--- src/rtl/sram_like_arbiter.sv ---
// Two-master to one-slave sram-like arbiter with in-order response routing.
// Data master wins arbitration; a stalled handshake locks the grant.
module sram_like_arbiter #(
   parameter int DEPTH = 4,
   parameter int CNT_W = 3
) (
   input  logic             clk,
   input  logic             resetn,
   input  logic             m0_req,
   input  logic             m0_wr,
   input  logic [1:0]       m0_size,
   input  logic [31:0]      m0_addr,
   input  logic [31:0]      m0_wdata,
   output logic [31:0]      m0_rdata,
   output logic             m0_addr_ok,
   output logic             m0_data_ok,
   input  logic             m1_req,
   input  logic             m1_wr,
   input  logic [1:0]       m1_size,
   input  logic [31:0]      m1_addr,
   input  logic [31:0]      m1_wdata,
   output logic [31:0]      m1_rdata,
   output logic             m1_addr_ok,
   output logic             m1_data_ok,
   output logic             s_req,
   output logic             s_wr,
   output logic [1:0]       s_size,
   output logic [31:0]      s_addr,
   output logic [31:0]      s_wdata,
   input  logic [31:0]      s_rdata,
   input  logic             s_addr_ok,
   input  logic             s_data_ok,
   output logic [CNT_W-1:0] outstanding,
   output logic             err_stray
);

   localparam int AW = $clog2(DEPTH);

   logic          lock;
   logic          lock_id;
   logic          gnt_vld;
   logic          gnt_id;
   logic          g_req;
   logic          full;
   logic          nonempty;
   logic          accept;
   logic          pop;
   logic          head;
   logic [AW-1:0] rd_ptr;
   logic [AW-1:0] wr_ptr;
   logic          fifo [DEPTH];

   always_comb begin
      gnt_vld = 1'b0;
      gnt_id  = 1'b0;
      if (lock) begin
         gnt_vld = 1'b1;
         gnt_id  = lock_id;
      end else if (m1_req) begin
         gnt_vld = 1'b1;
         gnt_id  = 1'b1;
      end else if (m0_req) begin
         gnt_vld = 1'b1;
      end
   end

   assign full  = (outstanding == CNT_W'(DEPTH));
   assign g_req = gnt_vld & (gnt_id ? m1_req : m0_req);
   assign s_req = g_req & ~full;

   always_comb begin
      s_wr    = 1'b0;
      s_size  = 2'd0;
      s_addr  = 32'd0;
      s_wdata = 32'd0;
      if (gnt_vld) begin
         s_wr    = gnt_id ? m1_wr    : m0_wr;
         s_size  = gnt_id ? m1_size  : m0_size;
         s_addr  = gnt_id ? m1_addr  : m0_addr;
         s_wdata = gnt_id ? m1_wdata : m0_wdata;
      end
   end

   assign accept     = s_req & s_addr_ok;
   assign m0_addr_ok = accept & ~gnt_id;
   assign m1_addr_ok = accept & gnt_id;

   assign nonempty   = (outstanding != '0);
   assign pop        = s_data_ok & nonempty;
   assign head       = fifo[rd_ptr];
   assign m0_data_ok = pop & ~head;
   assign m1_data_ok = pop & head;
   assign m0_rdata   = s_rdata;
   assign m1_rdata   = s_rdata;

   // ID storage needs no reset: entries are only read while occupied
   always_ff @(posedge clk) begin
      if (accept) fifo[wr_ptr] <= gnt_id;
   end

   always_ff @(posedge clk) begin
      if (!resetn) begin
         rd_ptr      <= '0;
         wr_ptr      <= '0;
         outstanding <= '0;
         lock        <= 1'b0;
         lock_id     <= 1'b0;
         err_stray   <= 1'b0;
      end else begin
         if (accept) wr_ptr <= wr_ptr + AW'(1);
         if (pop)    rd_ptr <= rd_ptr + AW'(1);
         if (accept & ~pop)
            outstanding <= outstanding + CNT_W'(1);
         else if (pop & ~accept)
            outstanding <= outstanding - CNT_W'(1);
         if (s_data_ok & ~nonempty) err_stray <= 1'b1;
         if (accept) begin
            lock <= 1'b0;
         end else if (s_req & ~s_addr_ok) begin
            lock    <= 1'b1;
            lock_id <= gnt_id;
         end else if (lock & ~g_req) begin
            lock <= 1'b0;
         end
      end
   end

endmodule

--- config.mk ---
export PLATFORM = sky130hd
export DESIGN_NAME = sram_like_arbiter
export DESIGN_NICKNAME = d
export VERILOG_FILES = /design/src/rtl/sram_like_arbiter.sv
export SDC_FILE = /design/constraint.sdc
export NUM_CORES = 1
export LEC_CHECK = 0
export CAP_MARGIN = 0
export CORE_AREA = 3 3 121 123
export DETAILED_ROUTE_END_ITERATION = 12
export DIE_AREA = 0 0 124 126
export GPL_TIMING_DRIVEN = 0
export PLACE_DENSITY_LB_ADDON = 0.15
export SLEW_MARGIN = 15
export SYNTH_ARGS = -nofsm -noshare
export SYNTH_HDL_FRONTEND = slang
export SYNTH_SLANG_ARGS = --single-unit
--- constraint.sdc ---
create_clock -name clk -period 3.3 [get_ports clk]
set_clock_uncertainty 0.1 [all_clocks]
set_input_delay 0.66 -clock clk [delete_from_list [all_inputs] [get_ports clk]]
set_output_delay 0.66 -clock clk [all_outputs]
set_load 0.005 [all_outputs]
Word level (Yosys, flattened, before mapping)
Memory sizes are Yosys's and may differ from the RTL's. A register that Yosys moved wholly into a read port is not among the register bits.
Cells that the tools add are included.
- flip-flop bits (word level): 10
- RAM bits: 4
- output and inout port bits: 140
- memories: 1
- add/subtract/negate cells: 4
- equality and inequality tests: 1
- mux-type cells: 22
- bitwise gates (word level): 22
- reductions and logical operators: 5
- memory list (memory ; words ; bits a word ; read ports ; clocked after memory_dff ; write ports ; RTL line ; RTL):
    fifo ; 4 ; 1 ; 1 ; 1 ; 1 ; 51 ; logic fifo [DEPTH];
- operator list (cell ; count):
    32-bit two-way mux ; 4
    1-bit bitwise AND ; 13
    1-bit two-way mux ; 12
    1-bit inverter ; 9
    2-bit two-way mux ; 4
    3-bit two-way mux ; 2
    2-bit by 1-bit adder with 2-bit output, second input constant ; 2
    2-bit nonzero test ; 2
    3-bit by 1-bit adder with 3-bit output, second input constant ; 1
    3-bit equality test, second input constant ; 1
    3-bit nonzero test ; 1
    3-bit by 1-bit subtractor with 3-bit output, second input constant ; 1
    2-bit AND reduction ; 1
    2-bit OR reduction ; 1

Longest topological paths before layout
Gate-level depths: netlist of run 1.
- depth after elaboration: 10
- gate-level depth with buffers: 10

Worst setup path after synthesis of run 1
No wires, ideal clock.
- path kind: input to register
- start: input m1_req
- end: register outstanding[2]
- arrival: 2.568 ns
- slack: 0.556 ns
- stages on the path: 10
- path buffers: 0
- path through: mux2i_1 a221oi_4 nand2_1 clkinv_2 ha_1 inv_1 fa_1 xor2_1 or3_1 a21boi_0
- longest elaborated chain between the ends: 9
- elaborated cells on any way between the ends: 13
- RTL lines (item ; RTL line ; RTL):
    start, declared ; 17 ; input logic m1_req,
    1-bit two-way mux ; 59 ; end else if (m1_req) begin
    1-bit two-way mux ; 56 ; if (lock) begin
    1-bit two-way mux ; 68 ; assign g_req = gnt_vld & (gnt_id ? m1_req : m0_req);
    1-bit bitwise AND * ; 68 ;
    1-bit bitwise AND * ; 69 ; assign s_req = g_req & ~full;
    named net s_req ; 25 ; output logic s_req,
    1-bit bitwise AND * ; 84 ; assign accept = s_req & s_addr_ok;
    named net accept ; 46 ; logic accept;
    1-bit inverter (no line) ; -- ;
    1-bit bitwise AND ; 114 ; else if (pop & ~accept)
    2-bit nonzero test (no line) ; -- ;
    end signal, assigned ; 113 ; outstanding <= outstanding + CNT_W'(1);
    end signal, assigned ; 115 ; outstanding <= outstanding - CNT_W'(1);
    end, declared ; 33 ; output logic [CNT_W-1:0] outstanding,
Mark *: on every way through the listed nets, which the timed path passes. The rest lies on a longest branch.
A chain may end at the register's enable or synchronous reset.

Final worst setup path of run 1
- start: register lock
- end: output s_wdata[7]
- longest elaborated chain between the ends: 3
- elaborated cells on any way between the ends: 4
- RTL lines (item ; RTL line ; RTL):
    start, declared ; 39 ; logic lock;
    start signal, assigned ; 106 ; lock <= 1'b0;
    start signal, assigned ; 118 ; lock <= 1'b0;
    start signal, assigned ; 120 ; lock <= 1'b1;
    1-bit two-way mux ; 56 ;
    32-bit two-way mux ; 80 ; s_wdata = gnt_id ? m1_wdata : m0_wdata;
    32-bit two-way mux * ; 76 ; if (gnt_vld) begin
    end, declared ; 29 ; output logic [31:0] s_wdata,
Every way passes the cells marked *; elsewhere a longest branch is shown, timed or not.

==> results.yml, run 1 <==
power_and_ir_drop:
  ir_drop_mv: 0.252
  p_switching_mw: 0.540
  seq_power_share_pct: 17.4
  cellLeakagePower_nw: 2.16
  power.internal_mw: 1.20
  power_frac_comb_pct: 69.2
  p_sw_share_pct: 31.0
  powerDensity_nw_per_um2: 338
  power.share.clock_pct: 13.4
logic_synthesis:
  synthesis.area_sq_um: 1960
  syn_inst: 222
  synth_area_per_cell_sq_um: 8.81
  synth_seq_cells: 16
  syn-num-nets: 400
  synth_top_cell_by_area: "a22o_1"
  synth_edf_count: 4
  yosysSeqAreaShare_pct: 18.4
  synthArstFlopShare_pct: 0
  yosys.area.top_type_share_pct: 30.0
  yosysUniqueCellTypes: 31
  ys.flop_type: "dfxtp_1"
  yosys_warnings: 0
  synth.area.top_cells: "a22o_1 30%, buf_4 25%, dfxtp_1 12%"
drt:
  drtAntennaViolNets: 0
  drt-total-wl_um: 12100
  route.vias.total: 2722
  drcViolationCount: 0
  drtIter0Drc: 92
  wl_per_cell_um: 17.5
  dr.pass1.iters: 4
  vias_per_cell: 3.94
clock_tree:
  clk_pin_slew_ps: 50
  cts.sinks: 16
  cts_htree_levels: 1
  clock_latency_ps: 240
  cts_root_buf: "clkbuf_16"
  clockBufferDepth: 2
  postCtsHoldBufs: 0
  cts_buffers: 3
  cts_tree: "yes"
floorplanning:
  rows: 43
  initial_utilization_pct: 14.2
  coreArea_sq_um: 13800
  die_w_um: 124
  boundaryPins: 312
  die_height_um: 126
  die_area_sq_um: 15600
worst_setup_path:
  path_delay_family: "buffers and inverters"
  slowest_delay_ps: 500
  arrival_ps: 2240
  crit_type: "register to output port"
  r2r-start: "lock_id$_SDFFE_PN0P_"
  cp.buffers_inverters: 3
  cp.required_ps: 2540
  worstSetupEndpointType: "output port"
  crit_path_top_delay_cell: "dfxtp_1"
  crit_chain: "mux2_2 -> buf_2 -> buf_4 -> a22o_1 -> clkdlybuf4s50_1"
  startpoint_type: "register"
  cp_max_fo: 10
  r2r_cells: 10
  reg2reg_slack_ps: 680
  r2r_end: "outstanding[2]$_SDFFE_PN0P_"
timing:
  min_period_ps: 3000
  final_max_slew_viol_count: 0
  hold_viol: 0
  setup_viol: 0
  tightest_slew_ps: 411
  max_freq_mhz: 334
  period_share_pct: 90.8
  rsz0062_at_grt: "false"
  relSlewSlack_pct: 72.6
  hold_ws_ps: 393
place:
  hpwl_um: 10700
  placed_cells: 681
  numPortBuffers: 279
  place.gp.congestion: 0.751
global_route:
  grt_max_degree: 14
  grt_pass1_vias: 2877
  overflow: 0
  antenna_found_initial: 1
  track_usage_pct: 14.4
  grt_pass1_wl_um: 17100
finish:
  layout-drive-gt1-share_pct: 19.8
  nFillCells: 1449
  multiInputGateArea_sq_um: 1050
  ff_latch_area_sq_um: 360
  diodes: 0
  finalNonFillerCells: 690
  area_growth_pct: 164
  final_nets: 689
min_path:
  hp-class: "register to register"
  min_to: "err_stray$_SDFFE_PN0P_"
  hp-start: "err_stray$_SDFFE_PN0P_"
  worstHoldPathCells: 2
status:
  status: "finished, final reports clean"
run:
  drv_cap: 0
-- kinds of logic (layout without fill, tap and decap cells) --
family,Yosys count,after routing,share of synthesized area [%]
buf+inv,85,373,29.4
simple gates,29,29,8.19
xor+xnor,4,4,1.79
flops,16,16,18.4
mux,6,6,3.77
compound gates,76,76,34.2
fa+ha+maj,6,6,4.22
-- synth_stat cells, drive strengths merged, types with 2 or more instances --
cell and count:
o21ai 2, buf 76, mux2i 4, a21oi 3
clkbuf 4, and2 4, inv 4, edfxtp 4
a22o 67, ha 5, nor2b 3, dfxtp 12
xnor2 3, and3 5, nand2b 2, nand2 7
nor2 4
-- what timing repair did --
action	CTS	global route
pin swaps	1	1
cloned	0	0
endpoints found under the hold margin	0	0
gates resized for setup	27	5
endpoints found under the setup margin	69	55
buffers inserted	4	1
-- area by class of cell --
class                           count  area share [%]
Sequential cell                    16            6.97
Inverter                            5           0.387
Clock inverter                      1          0.0726
Multi-Input combinational cell    121            20.2
Clock buffer                        3            1.45
Timing Repair Buffer              284            54.7
Buffer                             80            11.8
Tap cell                          180            4.36
-- worst reg2reg max path, delay by kind of cell (launching register included) --
kind | cells | cell delay (ps)
AO/OA/AOI/OAI | 2 | 580
buffers and inverters | 2 | 150
XOR/XNOR | 1 | 180
multiplexers | 1 | 130
flip-flops | 1 | 440
adder cells (fa/ha/maj) | 2 | 560
AND/OR/NAND/NOR | 2 | 410
-- worst max path at each step --
| stage | startpoint | to | cells after the start |
|---|---|---|---|
| after CTS | m0_req | m0_addr_ok | 6 |
| after floorplan | m1_req | outstanding[2]$_SDFFE_PN0P_ | 10 |
| after global routing | lock$_SDFFE_PP0P_ | s_addr[3] | 5 |
| final | lock$_SDFFE_PP0P_ | s_wdata[7] | 5 |
| after global placement | m1_req | s_wdata[26] | 7 |
| after detailed placement | m1_req | s_wdata[20] | 7 |
-- stage by stage --
stage          setup slack, ps  area [sq um]  setup TNS, ps  utilization (%)  power [mW]
2_1_floorplan              556          1960              0                -       0.778
3_3_place_gp              -433          4970         -19370             36.1        1.47
3_5_place_dp              -429          4970         -20090             36.1        1.48
4_1_cts                  -16.7          5150          -23.1             37.4        1.76
5_1_grt                    232          5170              0             37.5        1.87
6_report                   303          5170              0             37.5        1.74
-- power by group through the flow --
stage               Clock [mW]  Combinational (mW)  Sequential (mW)
floorplan                    0               0.482            0.296
global placement             0                1.16            0.305
detailed placement           0                1.17            0.307
CTS                      0.241                1.22            0.305
global route             0.250                1.30            0.313
finish                   0.234                1.21            0.303
-- layer usage --
layer	global-route usage, %	wire [um]	up-vias
met3	5.48	1210	14
met1	14.9	4180	1232
met4	3.16	205	2
met5	0	13	-
li1	-	-	1332
met2	27.0	6440	142
-- placed cells by master (no fill, tap or decap), types with 2 or more instances in the layout --
master	n
clkdlybuf4s50_1	273
dlymetal6s2s_1	2
ha_1	5
inv_1	4
nor2b_1	3
xnor2_1	3
a22o_1	67
o21ai_0	2
dlygate4sd2_1	4
mux2i_1	2
clkbuf_4	4
buf_6	4
nand2_1	6
edfxtp_1	4
a21oi_1	3
dfxtp_1	12
buf_4	75
and2_1	4
and3_2	5
nor2_1	4
clkbuf_16	3
No activity file was read; power rests on OpenSTA's default activity.
==> run 2: changes to the inputs <==
- CTS_BUF_LIST: default -> sky130_fd_sc_hd__clkbuf_2
==> results.yml, run 2 (synthesis gave the netlist of run 1 again) <==
status:
  status: "finished, final reports clean"
worst_setup_path:
  r2r-start: "lock_id$_SDFFE_PN0P_"
  reg2reg_slack_ps: 650
  startpoint_type: "register"
  crit_start: "lock$_SDFFE_PP0P_"
  crit_end: "s_wdata[7]"
  slowest_delay_ps: 540
  cp_max_fo: 10
  arrival_ps: 2310
  worstSetupEndpointType: "output port"
  crit_type: "register to output port"
  crit_chain: "mux2_2 -> buf_2 -> buf_4 -> a22o_1 -> clkdlybuf4s50_1"
  r2r_cells: 10
  crit_path_top_delay_cell: "dfxtp_1"
  cp.required_ps: 2540
  r2r_end: "outstanding[2]$_SDFFE_PN0P_"
global_route:
  grt_pass1_vias: 2875
  overflow: 0
  antenna_found_initial: 1
  grt_max_degree: 14
  track_usage_pct: 14.3
  grt_pass1_wl_um: 17100
power_and_ir_drop:
  finalPower_mw: 1.60
  power.internal_mw: 1.07
  p_sw_share_pct: 33.0
  power.share.clock_pct: 5.3
  power_frac_comb_pct: 75.7
  cellLeakagePower_nw: 2.13
  p_switching_mw: 0.527
  ir_drop_mv: 0.107
  seq_power_share_pct: 18.9
  powerDensity_nw_per_um2: 312
floorplanning:
  die_area_sq_um: 15600
  rows: 43
  initial_utilization_pct: 14.2
  die_height_um: 126
  boundaryPins: 312
  die_w_um: 124
  coreArea_sq_um: 13800
clock_tree:
  cts.sinks: 16
  cts_buffers: 3
  cts_root_buf: "clkbuf_2"
  cts_htree_levels: 1
  postCtsHoldBufs: 0
  clock_latency_ps: 280
  clockBufferDepth: 2
  clk_pin_slew_ps: 150
  cts_tree: "yes"
drt:
  vias_per_cell: 3.95
  drtIter0Drc: 101
  dr.pass1.iters: 4
  wl_per_cell_um: 17.4
  drt-total-wl_um: 12000
  drtAntennaViolNets: 0
  route.vias.total: 2725
  drcViolationCount: 0
finish:
  most-common-layout-cells: "273 x clkdlybuf4s50_1, 75 x buf_4, 67 x a22o_1, 12 x dfxtp_1, 6 x nand2_1"
  diodes: 0
  finalNonFillerCells: 690
  area_growth_pct: 161
  final_nets: 689
  nFillCells: 1455
  layout-drive-gt1-share_pct: 19.8
  final_common_cell: "clkdlybuf4s50_1"
timing:
  rsz0062_at_grt: "false"
  min_period_ps: 3070
  max_freq_mhz: 326
  period_share_pct: 92.9
  final_max_slew_viol_count: 0
  fin_tns_setup_ps: 0
  fin_ws_ps: 233
  hold_viol: 0
  tightest_slew_ps: 408
  setup_viol: 0
  relSlewSlack_pct: 72.8
min_path:
  hp-class: "register to register"
place:
  place.gp.congestion: 0.751
  placed_cells: 681
  dp_slack_ps: -429
  numPortBuffers: 279
  hpwl_um: 10700
run:
  drv_cap: 0
-- run 2: area by class of cell --
| class | instances | area, sq um | share of cell area, % |
|---|---|---|---|
| well taps | 180 | 225 | 4.41 |
| clock inverters | 1 | 3.75 | 0.0735 |
| plain buffers | 80 | 609 | 11.9 |
| clock buffers | 3 | 15.0 | 0.294 |
| repair buffers | 284 | 2830 | 55.4 |
| inverters | 5 | 20.0 | 0.392 |
| flip-flops and latches | 16 | 360 | 7.05 |
| multi-input cells | 121 | 1050 | 20.5 |
-- run 2: routing by layer --
metal / track usage, % / part of all wire, % / up-vias
li1: - / - / 1333
met1: 14.9 / 35 / 1238
met4: 2.77 / 1.5 / 2
met5: 0 / 0.075 / -
met2: 27.0 / 54 / 140
met3: 5.48 / 9.9 / 12
-- run 2: worst max-delay path, delay by kind of cell, from the launching register on --
kind | cells | cell delay (ps)
multiplexers | 1 | 370
flip-flops | 1 | 540
AO/OA/AOI/OAI | 1 | 230
buffers and inverters | 3 | 880
-- run 2: repair_timing --
item                                   CTS  global route
buffers inserted                         4             1
gates resized for setup                 27             5
setup endpoints to repair               69            55
endpoints found under the hold margin    0             0
pin swaps                                1             1
-- run 2: power by group through the flow --
stage	Combinational [mW]	Clock (mW)	Sequential (mW)
CTS	1.22	0.0927	0.304
detailed placement	1.17	0	0.307
global placement	1.16	0	0.305
global route	1.30	0.101	0.313
finish	1.21	0.0852	0.302
floorplan	0.482	0	0.296
-- run 2: worst min path at each step --
stage | endpoint | startpoint | slack [ps] | cells past startpoint
after global placement | err_stray$_SDFFE_PN0P_ | err_stray$_SDFFE_PN0P_ | 370 | 2
after detailed placement | err_stray$_SDFFE_PN0P_ | err_stray$_SDFFE_PN0P_ | 390 | 2
final | wr_ptr[1]$_SDFFE_PN0P_ | wr_ptr[1]$_SDFFE_PN0P_ | 410 | 2
after CTS | wr_ptr[1]$_SDFFE_PN0P_ | wr_ptr[1]$_SDFFE_PN0P_ | 420 | 2
after floorplan | wr_ptr[1]$_SDFFE_PN0P_ | wr_ptr[1]$_SDFFE_PN0P_ | 370 | 2
after global routing | wr_ptr[1]$_SDFFE_PN0P_ | wr_ptr[1]$_SDFFE_PN0P_ | 450 | 2
-- run 2: per-stage QoR --
stage	cell area, sq um	hold slack (ps)	utilization (%)
floorplan	1960	368	-
global placement	4970	372	36.1
detailed placement	4970	388	36.1
CTS	5090	420	36.9
global route	5110	449	37.1
finish	5110	414	37.1
